[config.mk]
export PLATFORM = sky130hd
export DESIGN_NAME = axi4_bus_rd_sequencer_flat
export DESIGN_NICKNAME = d
export VERILOG_FILES = /design/src/rtl/axi4_bus_rd_sequencer_pkg.sv /design/src/rtl/axi4_bus_rd_sequencer_if.sv /design/src/rtl/axi4_bus_rd_sequencer.sv /design/src/flat_wrapper.sv
export SDC_FILE = /design/constraint.sdc
export NUM_CORES = 1
export LEC_CHECK = 0
export ABC_AREA = 1
export CAP_MARGIN = 20
export CORE_MARGIN = 3
export CORE_UTILIZATION = 39
export DETAILED_ROUTE_END_ITERATION = 8
export PLACE_DENSITY = 0.82
export SLEW_MARGIN = 20
export SYNTH_ARGS = -nofsm -noshare
export SYNTH_HDL_FRONTEND = slang
export SYNTH_SLANG_ARGS = --single-unit
export TNS_END_PERCENT = 1
[constraint.sdc]
create_clock -name clk -period 3 [get_ports clk]
set_clock_uncertainty 0.2 [all_clocks]
set_input_delay 0.75 -clock clk [delete_from_list [all_inputs] [get_ports clk]]
set_output_delay 0.75 -clock clk [all_outputs]
set_load 0.005 [all_outputs]
[src/rtl/axi4_bus_rd_sequencer_pkg.sv]
// Shared types and response codes for the AXI4 register-target read sequencer.
package axi4_bus_rd_sequencer_pkg;

    typedef enum logic [1:0] {
        StIdle,
        StReq,
        StResp
    } state_e;

    typedef logic [1:0] resp_t;

    localparam resp_t RESP_OKAY   = 2'b00;
    localparam resp_t RESP_SLVERR = 2'b10;
    localparam resp_t RESP_DECERR = 2'b11;

    localparam int unsigned TimerW = 8;
    localparam int unsigned ErrW   = 8;

    function automatic logic [ErrW-1:0] sat_inc(input logic [ErrW-1:0] v);
        return (v == {ErrW{1'b1}}) ? v : v + 1'b1;
    endfunction

endpackage

[src/rtl/axi4_bus_rd_sequencer_if.sv]
// FIFO-side and target-side signal bundle for the read sequencer.
interface axi4_bus_rd_sequencer_if #(
    parameter int unsigned A     = 32,
    parameter int unsigned D     = 32,
    parameter int unsigned N     = 4,
    parameter int unsigned WIN_W = 12
);
    logic             ar_rd_empty;
    logic             ar_rd_en;
    logic [A-1:0]     araddr;
    logic             r_wr_full;
    logic             r_wr_en;
    logic [D-1:0]     rdata;
    logic [1:0]       rresp;
    logic             tgt_req;
    logic [N-1:0]     tgt_sel;
    logic [WIN_W-1:0] tgt_addr;
    logic [N-1:0]     tgt_ack;
    logic [N*D-1:0]   tgt_rdata;
    logic [7:0]       err_count;

    // Sequencer side.
    modport master (
        input  ar_rd_empty, araddr, r_wr_full, tgt_ack, tgt_rdata,
        output ar_rd_en, r_wr_en, rdata, rresp, tgt_req, tgt_sel, tgt_addr, err_count
    );

    // FIFO and target side.
    modport slave (
        output ar_rd_empty, araddr, r_wr_full, tgt_ack, tgt_rdata,
        input  ar_rd_en, r_wr_en, rdata, rresp, tgt_req, tgt_sel, tgt_addr, err_count
    );

endinterface

[src/rtl/axi4_bus_rd_sequencer.sv]
// Pops AR entries, decodes them onto N register targets, waits for ack or timeout,
// and pushes one R entry per popped address.
module axi4_bus_rd_sequencer
    import axi4_bus_rd_sequencer_pkg::*;
#(
    parameter int unsigned A       = 32,
    parameter int unsigned D       = 32,
    parameter int unsigned N       = 4,
    parameter int unsigned WIN_W   = 12,
    parameter int unsigned TIMEOUT = 255
) (
    input  logic                     clk,
    input  logic                     reset,
    axi4_bus_rd_sequencer_if.master  bus
);

    localparam int unsigned IW = $clog2(N);
    localparam int unsigned HI = WIN_W + IW;
    localparam logic [TimerW-1:0] TO = TimerW'(TIMEOUT);

    state_e            state_q, state_d;
    logic [HI-1:0]     addr_q, addr_d;
    logic [D-1:0]      rdata_q, rdata_d;
    resp_t             rresp_q, rresp_d;
    logic [TimerW-1:0] timer_q, timer_d;
    logic [ErrW-1:0]   err_q, err_d;

    logic [IW-1:0]     idx;
    logic [D-1:0]      sel_rdata;
    logic              sel_ack;
    logic              miss;

    // Only the window offset and target index are kept; upper bits just feed the miss check.
    assign idx       = addr_q[WIN_W +: IW];
    assign sel_rdata = bus.tgt_rdata[idx*D +: D];
    assign sel_ack   = bus.tgt_ack[idx];
    assign miss      = (bus.araddr >> HI) != '0;

    assign bus.rdata     = rdata_q;
    assign bus.rresp     = rresp_q;
    assign bus.err_count = err_q;

    always_ff @(posedge clk or posedge reset) begin
        if (reset) begin
            state_q <= StIdle;
            addr_q  <= '0;
            rdata_q <= '0;
            rresp_q <= RESP_OKAY;
            timer_q <= '0;
            err_q   <= '0;
        end else begin
            state_q <= state_d;
            addr_q  <= addr_d;
            rdata_q <= rdata_d;
            rresp_q <= rresp_d;
            timer_q <= timer_d;
            err_q   <= err_d;
        end
    end

    always_comb begin
        state_d      = state_q;
        addr_d       = addr_q;
        rdata_d      = rdata_q;
        rresp_d      = rresp_q;
        timer_d      = timer_q;
        err_d        = err_q;
        bus.ar_rd_en = 1'b0;
        bus.r_wr_en  = 1'b0;
        bus.tgt_req  = 1'b0;
        bus.tgt_sel  = '0;
        bus.tgt_addr = '0;

        unique case (state_q)
            StIdle: begin
                if (!bus.ar_rd_empty) begin
                    bus.ar_rd_en = 1'b1;
                    addr_d       = bus.araddr[HI-1:0];
                    timer_d      = '0;
                    if (miss) begin
                        rdata_d = '0;
                        rresp_d = RESP_DECERR;
                        state_d = StResp;
                    end else begin
                        state_d = StReq;
                    end
                end
            end

            StReq: begin
                bus.tgt_req      = 1'b1;
                bus.tgt_sel[idx] = 1'b1;
                bus.tgt_addr     = addr_q[WIN_W-1:0];
                // Ack takes priority over a timeout landing in the same cycle.
                if (sel_ack) begin
                    rdata_d = sel_rdata;
                    rresp_d = RESP_OKAY;
                    state_d = StResp;
                end else if (timer_q + 1'b1 == TO) begin
                    rdata_d = '0;
                    rresp_d = RESP_SLVERR;
                    state_d = StResp;
                end else begin
                    timer_d = timer_q + 1'b1;
                end
            end

            StResp: begin
                if (!bus.r_wr_full) begin
                    bus.r_wr_en = 1'b1;
                    if (rresp_q != RESP_OKAY) begin
                        err_d = sat_inc(err_q);
                    end
                    state_d = StIdle;
                end
            end

            default: state_d = StIdle;
        endcase
    end

endmodule

[src/flat_wrapper.sv]
// flat-port wrapper written by rule: the top's interface ports become plain ports
module axi4_bus_rd_sequencer_flat import axi4_bus_rd_sequencer_pkg::*;
#(
    parameter int unsigned A       = 32,
    parameter int unsigned D       = 32,
    parameter int unsigned N       = 4,
    parameter int unsigned WIN_W   = 12,
    parameter int unsigned TIMEOUT = 255
)
  (clk, reset, bus_ar_rd_empty, bus_araddr, bus_r_wr_full, bus_tgt_ack, bus_tgt_rdata, bus_ar_rd_en, bus_r_wr_en, bus_rdata, bus_rresp, bus_tgt_req, bus_tgt_sel, bus_tgt_addr, bus_err_count);
  axi4_bus_rd_sequencer_if #(.A(A), .D(D), .N(N), .WIN_W(WIN_W)) bus_i ();
  input  logic clk;
  input  logic reset;
  input wire logic [$bits(bus_i.ar_rd_empty)-1:0] bus_ar_rd_empty;
  input wire logic [$bits(bus_i.araddr)-1:0] bus_araddr;
  input wire logic [$bits(bus_i.r_wr_full)-1:0] bus_r_wr_full;
  input wire logic [$bits(bus_i.tgt_ack)-1:0] bus_tgt_ack;
  input wire logic [$bits(bus_i.tgt_rdata)-1:0] bus_tgt_rdata;
  output wire logic [$bits(bus_i.ar_rd_en)-1:0] bus_ar_rd_en;
  output wire logic [$bits(bus_i.r_wr_en)-1:0] bus_r_wr_en;
  output wire logic [$bits(bus_i.rdata)-1:0] bus_rdata;
  output wire logic [$bits(bus_i.rresp)-1:0] bus_rresp;
  output wire logic [$bits(bus_i.tgt_req)-1:0] bus_tgt_req;
  output wire logic [$bits(bus_i.tgt_sel)-1:0] bus_tgt_sel;
  output wire logic [$bits(bus_i.tgt_addr)-1:0] bus_tgt_addr;
  output wire logic [$bits(bus_i.err_count)-1:0] bus_err_count;
  assign bus_i.ar_rd_empty = bus_ar_rd_empty;
  assign bus_i.araddr = bus_araddr;
  assign bus_i.r_wr_full = bus_r_wr_full;
  assign bus_i.tgt_ack = bus_tgt_ack;
  assign bus_i.tgt_rdata = bus_tgt_rdata;
  assign bus_ar_rd_en = bus_i.ar_rd_en;
  assign bus_r_wr_en = bus_i.r_wr_en;
  assign bus_rdata = bus_i.rdata;
  assign bus_rresp = bus_i.rresp;
  assign bus_tgt_req = bus_i.tgt_req;
  assign bus_tgt_sel = bus_i.tgt_sel;
  assign bus_tgt_addr = bus_i.tgt_addr;
  assign bus_err_count = bus_i.err_count;
  axi4_bus_rd_sequencer #(.A(A), .D(D), .N(N), .WIN_W(WIN_W), .TIMEOUT(TIMEOUT)) u_core (.clk(clk), .reset(reset), .bus(bus_i));
endmodule
# Word-level counts from Yosys, hierarchy flattened
# Cells that the tools add are included.
# word_totals
reg_bits	66
input_bits	168
output_inout_bits	61
wordCells	64
# classes
add_sub_neg	2
magnitude_cmp	2
eq_ne	10
shifts	1
mux	30
bitwise_logic	3
n_reduce_logical	10
# op_table
cell	count
$mux W32	4
$shiftx A128 B8 Y32	1
$pmux W32 S2	1
$reduce_bool A32 Y1	1
$mux W8	3
$add A8 B1 Y8 const B	2
$eq A8 B8 Y1 const B	2
$mux W2	8
$pmux W8 S2	1
$mux W12	1
$reduce_and A4 Y1	3
$ne A2 B2 Y1 const B	4
$mux W1	7
$pmux W2 S3	1
$mux W4	1
$pmux W2 S2	1
$reduce_bool A2 Y1	2
$lt A2 B3 Y1 const B	1
$ne A3 B1 Y1 const B	1
$not A1 Y1	3
$reduce_and A3 Y1	1
$bmux W1 S2	1
$demux W1 S2	1
$eq A2 B1 Y1 const B	1
6 further kinds	6

# Logic depth before layout (Yosys ltp)
# Gate-level depths: netlist (run 1).
# depth
word_depth	5
mapped_depth	13
mapped_depth_nobuf	12

# Worst setup path after synthesis (run 1)
# Ideal clock, no wire load.
# synth_path
path_kind	in2out
from	in bus_ar_rd_empty
to	out bus_ar_rd_en
arrival_ps	1555
setup_slack_ps	495
stages	3
path_cell_list	nor3_1 > clkbuf_1 > clkbuf_1
# synth_between
elab_chain_cells	2
# synth_lines
element	line_no	text
start: declaration	flat_wrapper.sv:14	input wire logic [$bits(bus_i.ar_rd_empty)-1:0] bus_ar_rd_empty;
$mux W1	axi4_bus_rd_sequencer.sv:76	if (!bus.ar_rd_empty) begin
$mux W1	axi4_bus_rd_sequencer.sv:74	unique case (state_q)
end: declaration	flat_wrapper.sv:19	output wire logic [$bits(bus_i.ar_rd_en)-1:0] bus_ar_rd_en;
# Every way passes these cells.

# Worst setup path in the final report (run 1)
# Ends and elaborated chain as after synthesis.

==> impl_metrics.csv, run 1 <==
group,metric,value,unit
run_status,status,"finished clean",
setup_path,endpoint_kind,"output port",
timing,fin_tns_setup,0,ps
route,drc_errors,0,
global_route,grt_pass1_wl,22.1,mm
layout,antenna_cells,0,
route,ant_nets,0,
setup_path,rr_endpoint,"u_core.bus.rdata[24]",
layout,area_delta_synth_final,67.0,%
timing,fin_ws,35.6,ps
synth,synth_area_per_cell,7.83,µm²
synth,synth-seq-cells,66,
synth,synth-compound-area-share,0.161,
layout,layout.nets,897,
place,dp_hpwl,10.9,mm
synth,synth-async-reset-ratio,1.00,
worst_hold_path,hold_depth,2,
power,p_leak,2.86,nW
timing,setup_viol,0,
place,pre_cts_slack,44.5,ps
route,drt-pass1-iter-count,4,
cts,clockRootBuffer,"clkbuf_8",
cts,ctsHoldBuffers,0,
cts,post_cts_buffers,0,
synth,yosysWarnings,0,
place,dp_cells,848,
route,drt_wl_total,14.3,mm
timing,fmax,337,MHz
route,first_iter_violations,314,
floorplan,rows,36,
global_route,first_global_vias,4440,
synth,synth_fa_ha_area_frac,0.00948,
setup_path,cp.required,2050,ps
cts,cts_resized,0,
synth,muxShareOfSynthArea,0,
floorplan,die_h,107,µm
cts,htree_levels,3,
cts,path_clk_slew,70,ps
route,routed_via_density,5.21,
worst_hold_path,min_to,"u_core.bus.rdata[28]",
timing,hold_viol_final,0,
layout,drive_gt1_frac,0.130,
layout,final_cell_area,6620,µm²
power,vdd_drop_max,0.301,mV
synth,synth_area_leaders,"dfrtp_1 (42%), nand2_1 (11%), nand3_1 (10%)",
setup_path,critical_path_class,"input port to output port",
worst_hold_path,hp-start,"u_core.bus.rdata[28]",
place,io_buffer_count,228,
timing,fin_hold_ws,273,ps
setup_path,cp-startpoint,"bus_ar_rd_empty",
timing,min_period_over_period,0.988,
synth,synth_cell_types,34,
cts,cts_made_buffers,9,
synth,synth-edff-count,0,
floorplan,chipWidth,107,µm
place,place_area,6390,µm²
synth,synth_top_family_by_area,"simple AND/OR/NAND/NOR gates",
setup_path,critPathLaunchType,"input port",
layout,n_fill_cell,822,
layout,fin_util,0.674,
setup_path,cp.arrival,2010,ps
synth,ys_seq_area_frac,0.417,
synth,synthFlopType,"dfrtp_1",
power,power.density,549,nW/µm²
flow_run,drv_cap,0,
timing,timing.slew.headroom,0.570,
synth,synth_nets,677,
layout,stdcell_count,864,
timing,slew_viol_final,0,
timing,rsz0062_at_grt,"yes",
setup_path,r2r_cells,11,
cts,clk_latency,340,ps
timing,period_minus_slack,2960,ps
place,gp_congestion,0.866,
synth,synthSimpleGateAreaFrac,0.328,
synth,synth_top_area_cell,"dfrtp_1",
global_route,antenna_found_initial,0,
synth,synth.top_cell.area_share,0.417,
floorplan,die_area,11400,µm²
synth,synth_common_cells,"nand2_1 (117), nand3_1 (80), dfrtp_1 (66), inv_1 (33), a22oi_1 (32)",
power,power,3.63,mW
cts,cts_num_sinks,66,
route,vias,4505,
setup_path,r2r_setup_slack,580,ps
route,wl_per_cell,16.6,µm
synth,yosysMostFrequentCell,"nand2_1",
timing,worst_pin_slew,646,ps
global_route,grt.overflow.total,0,
setup_path,cp_max_fo,2,
global_route,grt_max_degree,65,
floorplan,io_pins,229,
cts,cts_tree,"yes",
synth,syn_inst,506,
global_route,track_usage,0.247,
worst_hold_path,min_path_type,"flip-flop to flip-flop",
setup_path,regToRegStartpoint,"u_core.addr_q[12]",
cts,clock_path_buffers,2,
floorplan,start_util,0.403,
synth,synth_xor_area_frac,0.0111,
synth,syn_area,3960,µm²
floorplan,core_area,9820,µm²
registers in the layout, summed over array words and instances, names as in the netlist:
signal,cells
u_core.bus.rresp,2
u_core.addr_q,14
u_core.state_q,2
u_core.bus.err_count,8
u_core.timer_q,8
u_core.bus.rdata,32
critical path, stage by stage:
cell and delay [ps]:
clkdlybuf4s50_1 440, nor3_2 250, clkdlybuf4s50_1 580
final cells by class:
cell class / instances / area (µm²) / share of cell area
multi-input combinational: 371 / 2030 / 0.307
timing repair buffer: 240 / 2400 / 0.362
clock buffer: 11 / 141 / 0.0214
tap: 133 / 166 / 0.0252
clock inverter: 5 / 77.6 / 0.0117
sequential: 66 / 1650 / 0.250
inverter: 38 / 148 / 0.0223
power breakdown:
| group | switching (mW) | internal, mW | total, mW |
|---|---|---|---|
| clock | 0.346 | 0.489 | 0.834 |
| combinational | 0.979 | 0.659 | 1.64 |
| sequential | 0.120 | 1.04 | 1.16 |
| total | 1.44 | 2.19 | 3.63 |
layer usage:
layer  track usage  wire [µm]  up-vias
met4        0.0822        271        0
li1              -          -     2173
met5             0          0        -
met1         0.282       5350     2133
met3        0.0620       1180       18
met2         0.447       7500      181
how the worst max path moves through the flow:
stage,to,slack (ps)
floorplan,u_core.addr_q[0],400
global placement,bus_ar_rd_en,30
detailed placement,bus_ar_rd_en,40
CTS,bus_ar_rd_en,30
global route,bus_ar_rd_en,-4
finish,bus_ar_rd_en,40
cell usage in the layout (no fill, tap or decap), types with 6 or more instances in the layout:
| cell | synthesis | layout |
|---|---|---|
| dfrtp_1 | 66 | 65 |
| nand4_1 | 13 | 13 |
| clkdlybuf4s50_1 | 0 | 228 |
| nor2_1 | 27 | 26 |
| o21ai_0 | 19 | 19 |
| clkbuf_8 | 0 | 10 |
| nand3_1 | 80 | 80 |
| buf_4 | 1 | 10 |
| a31o_2 | 28 | 28 |
| nand2_2 | 20 | 20 |
| inv_1 | 33 | 32 |
| nand2_1 | 117 | 117 |
| a22oi_1 | 32 | 32 |
| nor3_1 | 8 | 6 |
cell families (layout without fill, tap and decap cells):
group	after synthesis	in the layout
adders and majority gates	3	3
xor gates and xnor gates	5	5
DFF	66	66
buffers and inverters	69	294
and+or+nand+nor	277	277
AOI/OAI and AO/OA	86	86
No activity file was read; power rests on OpenSTA's default activity.
==> inputs of run 2 (changes only) <==
--- a/config.mk
+++ b/config.mk
@@ -8,9 +8,10 @@
 export ABC_AREA = 1
 export CAP_MARGIN = 20
 export CORE_MARGIN = 3
-export CORE_UTILIZATION = 39
+export CORE_UTILIZATION = 40
+export CTS_BUF_LIST = sky130_fd_sc_hd__clkbuf_8
 export DETAILED_ROUTE_END_ITERATION = 8
-export PLACE_DENSITY = 0.82
+export PLACE_DENSITY = 0.84
 export SLEW_MARGIN = 20
 export SYNTH_ARGS = -nofsm -noshare
 export SYNTH_HDL_FRONTEND = slang
==> impl_metrics.csv, run 2 (same netlist as run 1, synthesis figures left out) <==
group,metric,value,unit
power,internal-power,2.28,mW
layout,layout.nets,897,
timing,period_minus_slack,2990,ps
layout,largest_reg_flops,32,
setup_path,cp.arrival,2040,ps
timing,fmax,335,MHz
cts,clockRootBuffer,"clkbuf_8",
global_route,grt_max_degree,65,
route,ant_nets,0,
power,power_frac_comb,0.443,
cts,cts_tree,"yes",
floorplan,chipWidth,106,µm
place,dp_cells,844,
cts,htree_levels,3,
setup_path,critical_path_class,"input port to output port",
power,p_switching,1.49,mW
floorplan,io_pins,229,
timing,slew_viol_final,0,
power,power.density,568,nW/µm²
place,io_buffer_count,228,
place,dp_hpwl,11.2,mm
run_status,status,"finished clean",
route,drt_wl_total,14.7,mm
timing,setup_viol,0,
global_route,track_usage,0.261,
timing,min_period_over_period,0.997,
timing,timing.slew.headroom,0.566,
place,gp_congestion,0.900,
floorplan,start_util,0.421,
power,p_seq_frac,0.306,
setup_path,endpoint_kind,"output port",
power,p_leak,2.87,nW
layout,final_cell_area,6630,µm²
layout,final_common_cell,"clkdlybuf4s50_1",
cts,cts_made_buffers,9,
flow_run,drv_cap,0,
cts,path_clk_slew,80,ps
floorplan,core_area,9420,µm²
setup_path,cp_max_fo,2,
power,p_sw_frac,0.396,
place,place_area,6370,µm²
worst_hold_path,min_path_type,"flip-flop to flip-flop",
route,routed_via_density,5.29,
layout,antenna_cells,0,
timing,hold_viol_final,0,
cts,cts_num_sinks,66,
global_route,antenna_found_initial,0,
setup_path,cp.required,2050,ps
layout,drive_gt1_frac,0.131,
cts,clock_path_buffers,2,
route,drc_errors,0,
route,wl_per_cell,17.1,µm
power,clockPowerShare,0.252,
layout,area_delta_synth_final,67.5,%
global_route,first_global_vias,4587,
global_route,grt_pass1_wl,23.2,mm
timing,worst_pin_slew,652,ps
floorplan,die_area,11100,µm²
power,vdd_drop_max,0.497,mV
timing,rsz0062_at_grt,"yes",
floorplan,die_h,106,µm
global_route,grt.overflow.total,0,
route,drt-pass1-iter-count,5,
route,vias,4550,
setup_path,critPathLaunchType,"input port",
cts,ctsHoldBuffers,0,
cts,clk_latency,340,ps
floorplan,rows,35,
power,power,3.77,mW
layout,final_cell_mix,"clkdlybuf4s50_1 (228), nand2_1 (117), nand3_1 (80)",
route,first_iter_violations,288,
layout,stdcell_count,860,
## run 2: changes by cell type in the layout (fill, tap and decap cells not counted), sizes merged
cell	previous run	this run
bufinv	2	3
inv	37	38
clkinvlp	1	0
clkbuf	11	10
## run 2: layout make-up
cell class	count	area [µm²]
repair buffers	240	2380
fillers	754	2780
flip-flops and latches	66	1650
well taps	129	161
inverters	38	148
clock buffers	10	138
clock inverters	6	113
multi-input cells	371	2040
## run 2: stage by stage
stage / setup TNS, ps / worst slack [ps] / util / hold slack [ps]
floorplan: 0 / 395 / - / 264
global placement: 0 / 34.0 / 0.676 / 255
detailed placement: 0 / 44.0 / 0.676 / 264
CTS: 0 / 25.5 / 0.703 / 282
global route: -1.30 / -1.30 / 0.705 / 302
finish: 0 / 10.5 / 0.705 / 279
## run 2: path summary, 6_finish.rpt
kind                                       from                    to  slack [ps]  cells past startpoint
min in group asynchronous                 reset     u_core.state_q[1]         440                      2
min reg2reg                u_core.bus.rdata[24]  u_core.bus.rdata[24]         280                      2
max in group asynchronous                 reset  u_core.bus.rdata[17]        1520                      3
min                        u_core.bus.rdata[24]  u_core.bus.rdata[24]         280                      2
max                             bus_ar_rd_empty          bus_ar_rd_en          10                      3
max reg2reg                   u_core.timer_q[1]  u_core.bus.rdata[16]         540                     13
## run 2: metal layers
layer	part of all wire	vias up	global-route usage	routed length, µm
met5	0	-	0	0
met1	0.39	2131	0.312	5790
met3	0.080	29	0.0704	1170
li1	-	2170	-	-
met4	0.028	0	0.0916	417
met2	0.50	220	0.450	7330
## run 2: critical path, stage by stage
cell and delay, ps:
clkdlybuf4s50_1 440, nor3_2 270, clkdlybuf4s50_1 580
## run 2: power by group through the flow
stage / clock network (mW) / registers [mW] / logic (mW)
2_1_floorplan: 0 / 1.12 / 1.04
3_3_place_gp: 0 / 1.16 / 1.62
3_5_place_dp: 0 / 1.16 / 1.66
4_1_cts: 0.958 / 1.15 / 1.67
5_1_grt: 1.01 / 1.18 / 1.83
6_report: 0.948 / 1.15 / 1.67
## run 2: repair_timing
item | in CTS | in global routing
gates resized for setup | 1 | 4
setup endpoints to repair | 5 | 7
setup buffers | 0 | 0
gates cloned | 0 | 0
